<file path="src/rtl/riscv_tb_pkg.sv">
// Shared types and constants for the riscv_pip instruction stream player.
package riscv_tb_pkg;

  typedef enum logic [1:0] {
    PLAY_SEQ  = 2'd0,
    PLAY_LOOP = 2'd1,
    PLAY_PC   = 2'd2
  } play_mode_e;

  typedef enum {IDLE, RUN, DRAIN, DONE} player_state_e;

  // addi x0, x0, 0
  localparam logic [31:0] RV_NOP = 32'h0000_0013;

  // The reserved encoding 3 plays back exactly like SEQ.
  function automatic play_mode_e decode_mode(input logic [1:0] m);
    case (m)
      2'd1:    return PLAY_LOOP;
      2'd2:    return PLAY_PC;
      default: return PLAY_SEQ;
    endcase
  endfunction

endpackage

</file>
<file path="src/rtl/instr_ram.sv">
// Program buffer: DEPTH x 32, one synchronous write port, one combinational read port.
// Contents are intentionally not reset.
module instr_ram #(
  parameter int DEPTH = 16,
  parameter int AW    = $clog2(DEPTH)
) (
  input  logic          clk,
  input  logic          we,
  input  logic [AW-1:0] waddr,
  input  logic [31:0]   wdata,
  input  logic [AW-1:0] raddr,
  output logic [31:0]   rdata
);

  logic [31:0] mem [DEPTH];

  // Write port: one word per cycle when enabled.
  always_ff @(posedge clk) begin
    if (we) mem[waddr] <= wdata;
  end

  assign rdata = mem[raddr];

endmodule

</file>
<file path="src/rtl/instr_stream_player.sv">
// Instruction feeder for risc_top's InstrF port: replays a loaded program buffer
// in SEQ (with NOP drain), LOOP or PC-indexed mode, with stall and stop support.
//
// Handshake: there is no valid/ready pair. instr_vld qualifies instr_out as a
// program word in every cycle; stall=1 freezes instr_out/instr_vld/pointer/
// issue_cnt for that cycle (and the drain counter while draining). The start
// edge itself issues the first word, so it appears on instr_out one cycle
// after start is sampled. stop overrides stall while running.
module instr_stream_player
  import riscv_tb_pkg::*;
#(
  parameter int DEPTH      = 16,
  parameter int AW         = $clog2(DEPTH),
  parameter int DRAIN_NOPS = 4,
  parameter int CNT_W      = 16
) (
  input  logic             clk,
  input  logic             reset,
  input  logic             wr_en,
  input  logic [AW-1:0]    wr_addr,
  input  logic [31:0]      wr_data,
  input  logic [AW:0]      prog_len,
  input  logic [1:0]       mode,
  input  logic             start,
  input  logic             stop,
  input  logic             stall,
  input  logic [31:0]      pc_in,
  output logic [31:0]      instr_out,
  output logic             instr_vld,
  output logic             busy,
  output logic             done,
  output logic [CNT_W-1:0] issue_cnt
);

  localparam int              DW         = $clog2(DRAIN_NOPS + 2);
  localparam logic [AW:0]     LEN_MAX    = (AW+1)'(DEPTH);
  localparam logic [DW-1:0]   DRAIN_LAST = DW'(DRAIN_NOPS);
  localparam logic [CNT_W-1:0] CNT_MAX   = '1;

  player_state_e    state_q, state_d;
  play_mode_e       mode_q, mode_d, sel_mode;
  logic [AW-1:0]    ptr_q, ptr_d, sel_ptr, ptr_inc, pc_idx, rd_addr;
  logic [AW:0]      len_q, len_d, len_in, sel_len;
  logic [DW-1:0]    drain_q, drain_d;
  logic [31:0]      instr_q, instr_d, rd_data;
  logic             vld_q, vld_d, busy_q, done_q;
  logic [CNT_W-1:0] cnt_q, cnt_d;
  logic             idle_like, start_ok, ram_we, pc_ok, last_entry, issue;

  assign idle_like = (state_q == IDLE) || (state_q == DONE);
  assign start_ok  = start && idle_like;
  assign ram_we    = wr_en && idle_like;
  assign len_in    = (prog_len > LEN_MAX) ? LEN_MAX : prog_len;

  // On the start edge the issue path uses the freshly sampled settings,
  // afterwards the latched ones.
  assign sel_mode   = start_ok ? decode_mode(mode) : mode_q;
  assign sel_len    = start_ok ? len_in : len_q;
  assign sel_ptr    = start_ok ? '0 : ptr_q;
  assign ptr_inc    = sel_ptr + 1'b1;
  assign last_entry = ({1'b0, sel_ptr} == (sel_len - 1'b1));

  assign pc_idx  = pc_in[AW+1:2];
  assign pc_ok   = (pc_in[1:0] == 2'b00) && (pc_in[31:AW+2] == '0) &&
                   ({1'b0, pc_idx} < sel_len);
  assign rd_addr = (sel_mode == PLAY_PC) ? pc_idx : sel_ptr;

  instr_ram #(.DEPTH(DEPTH), .AW(AW)) u_ram (
    .clk   (clk),
    .we    (ram_we),
    .waddr (wr_addr),
    .wdata (wr_data),
    .raddr (rd_addr),
    .rdata (rd_data)
  );

  // Next-state, pointer, counters and output word selection.
  always_comb begin
    state_d = state_q;
    mode_d  = mode_q;
    len_d   = len_q;
    ptr_d   = ptr_q;
    drain_d = drain_q;
    instr_d = instr_q;
    vld_d   = vld_q;
    cnt_d   = cnt_q;
    issue   = 1'b0;

    unique case (state_q)
      IDLE, DONE: begin
        instr_d = RV_NOP;
        vld_d   = 1'b0;
        if (start) begin
          mode_d  = decode_mode(mode);
          len_d   = len_in;
          ptr_d   = '0;
          drain_d = '0;
          cnt_d   = '0;
          if (len_in == '0) begin
            state_d = DONE;
          end else begin
            state_d = RUN;
            issue   = 1'b1;
          end
        end
      end
      RUN: begin
        if (stop) begin
          // The NOP issued on the stop edge counts as the first drain NOP.
          state_d = DRAIN;
          drain_d = DW'(1);
          instr_d = RV_NOP;
          vld_d   = 1'b0;
        end else if (!stall) begin
          issue = 1'b1;
        end
      end
      DRAIN: begin
        instr_d = RV_NOP;
        vld_d   = 1'b0;
        if (!stall) begin
          if (drain_q >= DRAIN_LAST) state_d = DONE;
          else                       drain_d = drain_q + 1'b1;
        end
      end
      default: state_d = IDLE;
    endcase

    if (issue) begin
      if (sel_mode == PLAY_PC) begin
        instr_d = pc_ok ? rd_data : RV_NOP;
        vld_d   = pc_ok;
      end else begin
        instr_d = rd_data;
        vld_d   = 1'b1;
        if (last_entry) begin
          if (sel_mode == PLAY_LOOP) begin
            ptr_d = '0;
          end else begin
            state_d = DRAIN;
            drain_d = '0;
          end
        end else begin
          ptr_d = ptr_inc;
        end
      end
      if (vld_d && (cnt_d != CNT_MAX)) cnt_d = cnt_d + 1'b1;
    end
  end

  // State and output registers; asynchronous active-low reset.
  always_ff @(posedge clk or negedge reset) begin
    if (!reset) begin
      state_q <= IDLE;
      mode_q  <= PLAY_SEQ;
      len_q   <= '0;
      ptr_q   <= '0;
      drain_q <= '0;
      instr_q <= RV_NOP;
      vld_q   <= 1'b0;
      cnt_q   <= '0;
      busy_q  <= 1'b0;
      done_q  <= 1'b0;
    end else begin
      state_q <= state_d;
      mode_q  <= mode_d;
      len_q   <= len_d;
      ptr_q   <= ptr_d;
      drain_q <= drain_d;
      instr_q <= instr_d;
      vld_q   <= vld_d;
      cnt_q   <= cnt_d;
      busy_q  <= (state_d == RUN) || (state_d == DRAIN);
      done_q  <= (state_d == DONE);
    end
  end

  assign instr_out = instr_q;
  assign instr_vld = vld_q;
  assign busy      = busy_q;
  assign done      = done_q;
  assign issue_cnt = cnt_q;

endmodule
</file>
<file path="config.mk">
export PLATFORM = sky130hd
export DESIGN_NAME = instr_stream_player
export DESIGN_NICKNAME = d
export VERILOG_FILES = /design/src/rtl/riscv_tb_pkg.sv /design/src/rtl/instr_ram.sv /design/src/rtl/instr_stream_player.sv
export SDC_FILE = /design/constraint.sdc
export NUM_CORES = 1
export LEC_CHECK = 0
export CAP_MARGIN = 40
export CORE_MARGIN = 1.5
export CORE_UTILIZATION = 64
export DETAILED_ROUTE_END_ITERATION = 8
export GPL_ROUTABILITY_DRIVEN = 0
export PLACE_DENSITY = 0.85
export SLEW_MARGIN = 20
export SYNTH_ARGS = -nofsm -noshare
export SYNTH_HDL_FRONTEND = slang
export SYNTH_HIERARCHICAL = 1
export SYNTH_SLANG_ARGS = --single-unit
</file>
<file path="constraint.sdc">
create_clock -name clk -period 9 [get_ports clk]
set_clock_uncertainty 0.15 [all_clocks]
set_input_delay 1.35 -clock clk [delete_from_list [all_inputs] [get_ports clk]]
set_output_delay 1.35 -clock clk [all_outputs]
set_load 0.01 [all_outputs]
</file>
* Word level (Yosys, flattened, before mapping) *
Memories as Yosys holds them, arrays and structs flattened.
Index checks and enable logic that the tools add are counted.

word-level totals
  register bits = 97
  output and inout port bits = 51
  word-level logic and storage cells = 101
  bits of input ports = 81
  memories kept = 1
  RAM bits = 512

operators by class
  reductions and logical operators = 17
  $add $sub $neg = 4
  order comparisons = 3
  muxes and demuxes = 52
  equality and inequality tests = 14

memories
  memory     words  width  read ports  clocked after memory_dff  write ports  line             RTL
  u_ram.mem  16     32     1           0                         1            instr_ram.sv:15  logic [31:0] mem [DEPTH];

operators by type and width
  kind                                               number
  2-to-1 mux 32 bit                                  12
  == test 32 x 2 -> 1 bit (second input constant)    3
  == test 32 x 3 -> 1 bit (second input constant)    3
  one-hot mux 32 bit (3 select lines)                1
  logical NOT 32 bit                                 2
  2-to-1 mux 16 bit                                  4
  one-hot mux 32 bit (2 select lines)                1
  == test 32 x 1 -> 1 bit (second input constant)    1
  2-to-1 mux 4 bit                                   8
  logical NOT 26 bit                                 1
  2-to-1 mux 3 bit                                   8
  adder 16 x 1 -> 16 bit (second input constant)     1
  inequality test 16 bit (second input constant)     1
  2-to-1 mux 1 bit                                   10
  2-to-1 mux 5 bit                                   2
  one-hot mux 3 bit (3 select lines)                 1
  == test 4 x 5 -> 1 bit                             1
  > comparator 5 bit (second input constant)         1
  logical AND 1 bit                                  5
  logical NOT 5 bit                                  1
  less-than comparator 4 x 5 -> 1 bit                1
  subtractor 5 x 1 -> 5 bit (second input constant)  1
  adder 4 x 1 -> 4 bit (second input constant)       1
  == test 2 x 1 -> 1 bit (second input constant)     2
  13 further kinds                                   18

* Depth between registers and ports, before layout *
  word-level depth = 12
  depth in mapped cells = 15

* Modules after synthesis *
The synthesis kept the hierarchy.

modules (own cells, without submodules)
  module               instances  cells each  sequential area each (um^2)  area an instance (um^2)
  instr_ram            1          806         15374.7                      19194.7
  instr_stream_player  1          382         2431.1                       4544.4

* Worst setup path before layout *
Ideal clock, no wire load.

  kind = input-to-reg
  start = input wr_en
  end = memory u_ram.mem[0][0] (enable)
  library setup time = 461 ps
  stages = 3
  setup slack = 4153 ps
  path buffers = 0
  arrival time = 4236 ps
  cell sequence = and3_1 -> or3b_2 -> nor3_1

on the way
  longest elaborated chain between the ends = 3

ends and longest elaborated chain
  element                                 line                       RTL
  start: declaration                      instr_stream_player.sv:19  input logic wr_en,
  logical AND 1 bit                       instr_stream_player.sv:52  assign ram_we = wr_en && idle_like;
  2-to-1 mux 1 bit                        instr_ram.sv:19            if (we) mem[waddr] <= wdata;
  2-to-1 mux 1 bit (not written as such)  instr_ram.sv:19
  end: declaration                        instr_ram.sv:15

Every way passes these cells.

* Worst setup path after layout *
  start = register state_q[2]
  end = register instr_q[9], in the netlist instr_out[9]

on the way
  longest elaborated chain between the ends = 10
  elaborated cells between the ends (all ways) = 26
  those cells by class = order compare: 1; eq/ne: 6; mux: 9; reduce/logical: 9; memory: 1

ends and longest elaborated chain
  element                                                               line                        RTL
  start: declaration                                                    instr_stream_player.sv:40   player_state_e state_q, state_d;
  start signal: assignment                                              instr_stream_player.sv:165  state_q <= state_d;
  == test 32 x 3 -> 1 bit / logical NOT 32 bit (equally long branches)  instr_stream_player.sv:50   assign idle_like = (state_q == IDLE) || (state_q == DONE);
  logical OR 1 bit *                                                    instr_stream_player.sv:50
  logical AND 1 bit *                                                   instr_stream_player.sv:51   assign start_ok = start && idle_like;
  2-to-1 mux 2 bit                                                      instr_stream_player.sv:57   assign sel_mode = start_ok ? decode_mode(mode) : mode_q;
  == test 2 bit                                                         instr_stream_player.sv:66   assign rd_addr = (sel_mode == PLAY_PC) ? pc_idx : sel_ptr;
  2-to-1 mux 4 bit *                                                    instr_stream_player.sv:66
  via rd_addr[1]                                                        instr_stream_player.sv:42   logic [AW-1:0] ptr_q, ptr_d, sel_ptr, ptr_inc, pc_idx, rd_addr;
  memory read (16 x 32 bit) *                                           -
  via rd_data[9]                                                        instr_stream_player.sv:45   logic [31:0] instr_q, instr_d, rd_data;
  2-to-1 mux 32 bit                                                     instr_stream_player.sv:131  instr_d = pc_ok ? rd_data : RV_NOP;
  2-to-1 mux 32 bit *                                                   instr_stream_player.sv:130  if (sel_mode == PLAY_PC) begin
  2-to-1 mux 32 bit *                                                   instr_stream_player.sv:129  if (issue) begin
  end signal: assignment                                                instr_stream_player.sv:170  instr_q <= instr_d;
  end: declaration                                                      instr_stream_player.sv:45

Mark *: on every way through the listed nets, which the timed path passes. The rest lies on a longest branch.
A chain may end at the register's enable or synchronous reset.

==> results.yml <==
clocking:
  clk_latency_ns: 0.62
  cts_setup_buffers: 0
  cts_sinks: 609
  ctsHoldBuffers: 0
  htreeDepth: 2
  cts-root-buf: "clkbuf_16"
  cts_tree: "done"
  clk_pin_slew_ns: 0.08
  ctsLongestPathBuffers: 3
  cts_buffers: 58
  cts.repair.resized: 0
timing:
  worst_pin_slew_ns: 0.815
  slew_violations: 0
  hold_viol_final: 0
  final.min_clock_period_ns: 5.35
  finalSetupTns_ns: 0
  period_share_pct: 59.4
  holdWs_ns: 0.332
  rsz0062_at_grt: "no"
  maxSlewHeadroom_pct: 45.7
  report.final.setup_viol: 0
  fmax_mhz: 187
synth:
  synth_seq_area_share_pct: 75.0
  netlist_area_um2: 23700
  synth_area_leader_cell: "edfxtp_1"
  synth_top_area_share_pct: 64.8
  ys_ff_latch: 609
  synthTopCellsByCount: "edfxtp_1 (512), mux4_2 (128), dfrtp_1 (94)"
  synth_cell_types: 74
  syn-instance-count: 1188
  ys.flop_type: "edfxtp_1"
  ys_warn_count: 6
  yosysMostFrequentCell: "edfxtp_1"
  synthTopCellsByArea: "edfxtp_1 (65%), mux4_2 (12%), dfrtp_1 (9.9%), a22oi_1 (2.1%), a22o_1 (1.3%)"
  syn_avg_cell_area_um2: 20.0
  synth_edf_count: 512
  async_flop_share_pct: 15.9
power:
  leakagePower_nw: 9.27
  power_density_nw_per_um2: 207
  vdd_drop_max_mv: 0.163
route:
  num_vias: 13000
  first_pass_iters: 6
  wl_per_cell_um: 30.9
  antenna_left: 0
  drc_errors: 0
  first_iter_violations: 1338
  vias_per_cell: 6.86
  drt_wl_total_um: 58700
setup_path:
  cp.arrival_ns: 5.66
  cp-start-kind: "flip-flop"
  cp_slowest_cell: "buf_4"
  cp_num_buf_inv: 1
  required_ns: 9.32
  max_stage_delay_ns: 0.78
  crit_path_end_kind: "flip-flop"
  crit_path_max_fanout: 54
  cpLargestDelayFamily: "compound AO/OA/AOI/OAI gates"
  worstSetupPathType: "flip-flop to flip-flop"
  crit_chain: "nor4_2 > nand4_4 > nor2_2 > nand3_1 > o21ai_0 > a22o_4 > buf_4 > mux4_2 > a22oi_1 > nand2_1 > a22o_1"
min_path:
  worstHoldPathType: "flip-flop to flip-flop"
global_route:
  grt-ovfl-total: 0
  grt_max_degree: 129
  grt.total_usage_pct: 31.4
  grt_pass1_vias: 13600
  antenna_found_initial: 2
  grt_first_pass_wirelength_um: 85900
cells_and_area:
  nets: 1471
  areaGrowthSynthToFinish_pct: 17.5
  nFillCells: 1871
  drive_above_1_share_pct: 21.2
run_status:
  status: "finished clean"
floorplan:
  die_x_um: 196
  die_y_um: 196
  die_area_um2: 38300
  start_util_pct: 65.0
  num_io_pins: 132
  core_um2: 36500
  num_rows: 70
flow_run:
  cap_violations: 0
placement:
  dpl.hpwl_um: 28600
  port_buffers: 131
per-stage QoR:
step	util [%]	setup slack, ns	cell area [um^2]	instances	power [mW]
after detailed placement	70.9	3.27	25900	1789	3.30
after global placement	70.8	3.48	25900	1788	3.29
after floorplan	-	4.15	23800	1217	3.21
after CTS	76.3	3.77	27900	1898	5.79
final	76.4	3.65	27900	1901	5.78
after global routing	76.4	3.37	27900	1900	5.91
power breakdown:
part / internal (mW) / total, mW / switching [mW] / leakage (nW)
combinational: 0.0797 / 0.168 / 0.0878 / 2.46
clock: 1.50 / 2.54 / 1.03 / 0.965
sequential: 3.07 / 3.08 / 0.00770 / 5.85
area by class of cell:
class,instances,area [um^2],area share [%]
antenna,2,5.00,0.0179
clock buffer,89,1700,6.10
clock inverter,20,285,1.02
inverter,15,56.3,0.202
multi-input combinational,537,5870,21.1
sequential,609,17800,63.8
tap,468,586,2.10
timing repair buffer,161,1590,5.69
layer usage:
metal | GRT usage, % | routed length [um]
met1 | 40.6 | 20200
met2 | 53.0 | 29900
met3 | 5.91 | 6330
met4 | 13.8 | 2330
met5 | 0 | 23
placed cells by master, fill, tap and decap left out, types with 4 or more instances in the layout:
master	netlist	layout
edfxtp_1	512	512
clkdlybuf4s50_1	0	130
mux4_2	128	128
dfrtp_1	94	94
a22oi_1	65	65
clkbuf_16	0	61
nand2_1	59	59
a22o_1	35	33
conb_1	1	30
buf_4	10	28
nor2_1	37	24
clkbuf_1	24	21
inv_1	15	15
a21oi_1	13	13
nor2_4	0	13
nor2b_1	13	11
nand3_1	8	8
nand2b_1	8	8
xnor2_1	8	8
xor2_1	8	8
nor4_1	8	8
ha_1	8	8
nand4_1	7	7
clkbuf_8	0	7
clkinv_2	0	7
bufinv_16	0	7
or4_1	6	6
nand3b_1	6	6
nor3_1	10	6
nor3_2	1	5
mux2i_1	5	5
nor4_4	4	4
o21ai_0	4	4
a31o_2	4	4
a211oi_1	4	4
and3_1	4	4
worst paths after layout:
check / startpoint / endpoint / slack (ns) / depth (start not counted)
max: state_q[2] / instr_out[9] / 3.65 / 11
min in group asynchronous: reset / instr_out[27] / 0.57 / 1
max reg2reg: state_q[2] / instr_out[9] / 3.65 / 11
max in group asynchronous: reset / instr_out[1] / 6.97 / 3
min reg2reg: instr_out[1] / instr_out[1] / 0.33 / 2
min: instr_out[1] / instr_out[1] / 0.33 / 2
registers in the layout (all words and copies together), names as in the netlist:
signal / count
done: 1
ptr_q: 4
u_ram/mem: 512
len_q: 5
instr_vld: 1
busy: 1
drain_q: 3
state_q: 32
mode_q: 2
issue_cnt: 16
instr_out: 32
tightest hold or removal path, stage by stage (launching register included):
cell	delay, ns
dfstp_2	0.38
inv_1	0.05
a21oi_1	0.05
cells by family (layout without fill, tap and decap cells):
| group | after synthesis | after routing | synth area share, % |
|---|---|---|---|
| other | 1 | 32 | 0.0158 |
| DFF | 609 | 609 | 75.0 |
| adders and majority gates | 8 | 8 | 0.422 |
| xor gates and xnor gates | 17 | 17 | 0.706 |
| buffers and inverters | 71 | 285 | 1.40 |
| AOI/OAI and AO/OA | 153 | 153 | 5.25 |
| muxes | 137 | 137 | 12.6 |
| and+or+nand+nor | 192 | 192 | 4.64 |
Note: power is estimated with default switching activity, not from simulation.
==> RTL edit, RTL diff (same flow settings) <==
Put one more register stage on the output `issue_cnt`. The value now appears one clock later. The other outputs are not delayed to match. Comments in the files are not updated.
--- a/src/rtl/instr_stream_player.sv
+++ b/src/rtl/instr_stream_player.sv
@@ -181,3 +181,5 @@
   assign done      = done_q;
-  assign issue_cnt = cnt_q;
+  always_ff @(posedge clk) begin
+    issue_cnt <= cnt_q;
+  end
 
Behaviour: not the same (Yosys sat finds a counterexample within 4 cycles, from zero or initial values and one cycle with reset low).
==> RTL edit against the unedited design <==
  * Worst setup slack better by 120 ps
  * Largest cell class unchanged
  * Sequential cell count is 16 higher
  * Design area is 0.26% higher
  * Clock power is 8.7% lower
  * Count of clock-buffer cells in the layout is 6 lower
  * Via count is 0.82% higher
  * Core utilization is 0.35 points lower
  * Area after synthesis is 1.0% higher
  * Routed wire length is 2.7% lower
  * Non-clock buffer count is 4 higher
  * Power is 4.0% lower
==> RTL edit: results (changes against the unedited design) <==
metric;value;unit;change
synth_common_cells;edfxtp_1, mux4_2, dfrtp_1, a22oi_1, nand2_1;;
grt_max_degree;70;;-46%
vias_per_cell;6.83;;-0.54%
ys_async_sr_fraction;15.5;%;-0.41 points
path_clk_slew;60;ps;-20 ps
critical_path.max_fanout;36;;-33%
placed_area;26100;µm²;+0.94%
worstPathArrival;5570;ps;-90 ps
dr.pass1.iters;5;;-1
antenna_found_initial;4;;+2
peakVddDrop;179;µV;+9.9%
worstHoldPathCells;0;;-2
drive_above_1_share;19.7;%;-1.5 points
grt_pass1_vias;13655;;+0.59%
final_cells;1927;;+1.4%
cts_buffers;57;;-1.7%
numPlacedInstances;1817;;+1.6%
power.leakage;9.21;nW;-0.65%
swShare;19.7;%;+0.11 points
tightestPinTransition;714;ps;-101 ps
grt_pass1_wl;84.8;mm;-1.3%
nNetsFinal;1501;;+2.0%
status;finished clean;;
grt_use_total;30.7;%;-0.74 points
drt_iter0_drc;1627;;+22%
r2r_setup_slack;4260;ps;+610 ps
yosysSeqAreaShare;75.6;%;+0.59 points
## RTL edit: changes by cell type after synthesis, sizes merged, moves of 9 or more
cell	delta
nor2	-12
dfxtp	+16
nor3	+9
o21ai	+12
a21oi	+9
## RTL edit: path summary, 6_finish.rpt
| check | from | endpoint |
|---|---|---|
| worst max-delay path | start | instr_out[9] |
| worst min-delay path | cnt_q[14] | issue_cnt[14] |
| worst max register to register | state_q[30] | instr_out[9] |
| worst min register to register | cnt_q[14] | issue_cnt[14] |
| max in group asynchronous | reset | instr_out[1] |
| min in group asynchronous | reset | cnt_q[14] |
## RTL edit: power by group through the flow
stage	Sequential [mW]	Combinational, mW	Clock (mW)
5_1_grt	3.14	0.102	2.45
6_report	3.14	0.0927	2.32
3_5_place_dp	3.20	0.0919	0
4_1_cts	3.14	0.0927	2.34
3_3_place_gp	3.20	0.0859	0
2_1_floorplan	3.20	0.0101	0
## RTL edit: stage by stage
step	power (mW)	hold WS (ps)	setup slack (ps)	utilization, %
detailed placement	3.29	242	3130	71.0
global route	5.69	276	3520	76.0
finish	5.55	269	3770	76.0
floorplan	3.21	203	4150	-
CTS	5.57	265	3730	75.8
global placement	3.28	234	3270	70.8
## RTL edit: routing by layer
metal,global-route usage (%),wire [µm],up-vias
li1,-,-,5366
met1,40.1,19700,6681
met2,51.0,29100,917
met3,6.06,6060,188
met4,13.8,2310,4
met5,0,20,-
## RTL edit: worst max-delay path, cell delays in order
cell and delay [ps]:
clkdlybuf4s50_1 640, and2_1 240, nand3_4 210, mux2_4 420
mux2_8 530, buf_16 320, buf_4 580, mux4_2 580
a22oi_1 270, nand2_1 130, a22o_1 220
## RTL edit: layout make-up
class                      instances  area [µm²]  area share (%)
tap                              468         586            2.09
clock buffer                      83        1640            5.85
sequential                       625       18100            64.8
timing repair buffer             165        1650            5.90
multi-input combinational        546        5770            20.6
antenna                            2        5.00          0.0179
clock inverter                    21         136           0.488
inverter                          17        63.8           0.228
## RTL edit: logic make-up (layout without fill, tap and decap cells)
logic type | after synthesis | after routing | synth area share [%]
AO/OA/AOI/OAI | 162 | 162 | 4.92
XOR/XNOR | 10 | 10 | 0.365
adder cells (fa/ha/maj) | 8 | 8 | 0.417
buffers and inverters | 79 | 286 | 1.53
flip-flops | 625 | 625 | 75.6
multiplexers | 139 | 139 | 12.5
other | 1 | 32 | 0.0156
AND/OR/NAND/NOR | 197 | 197 | 4.62
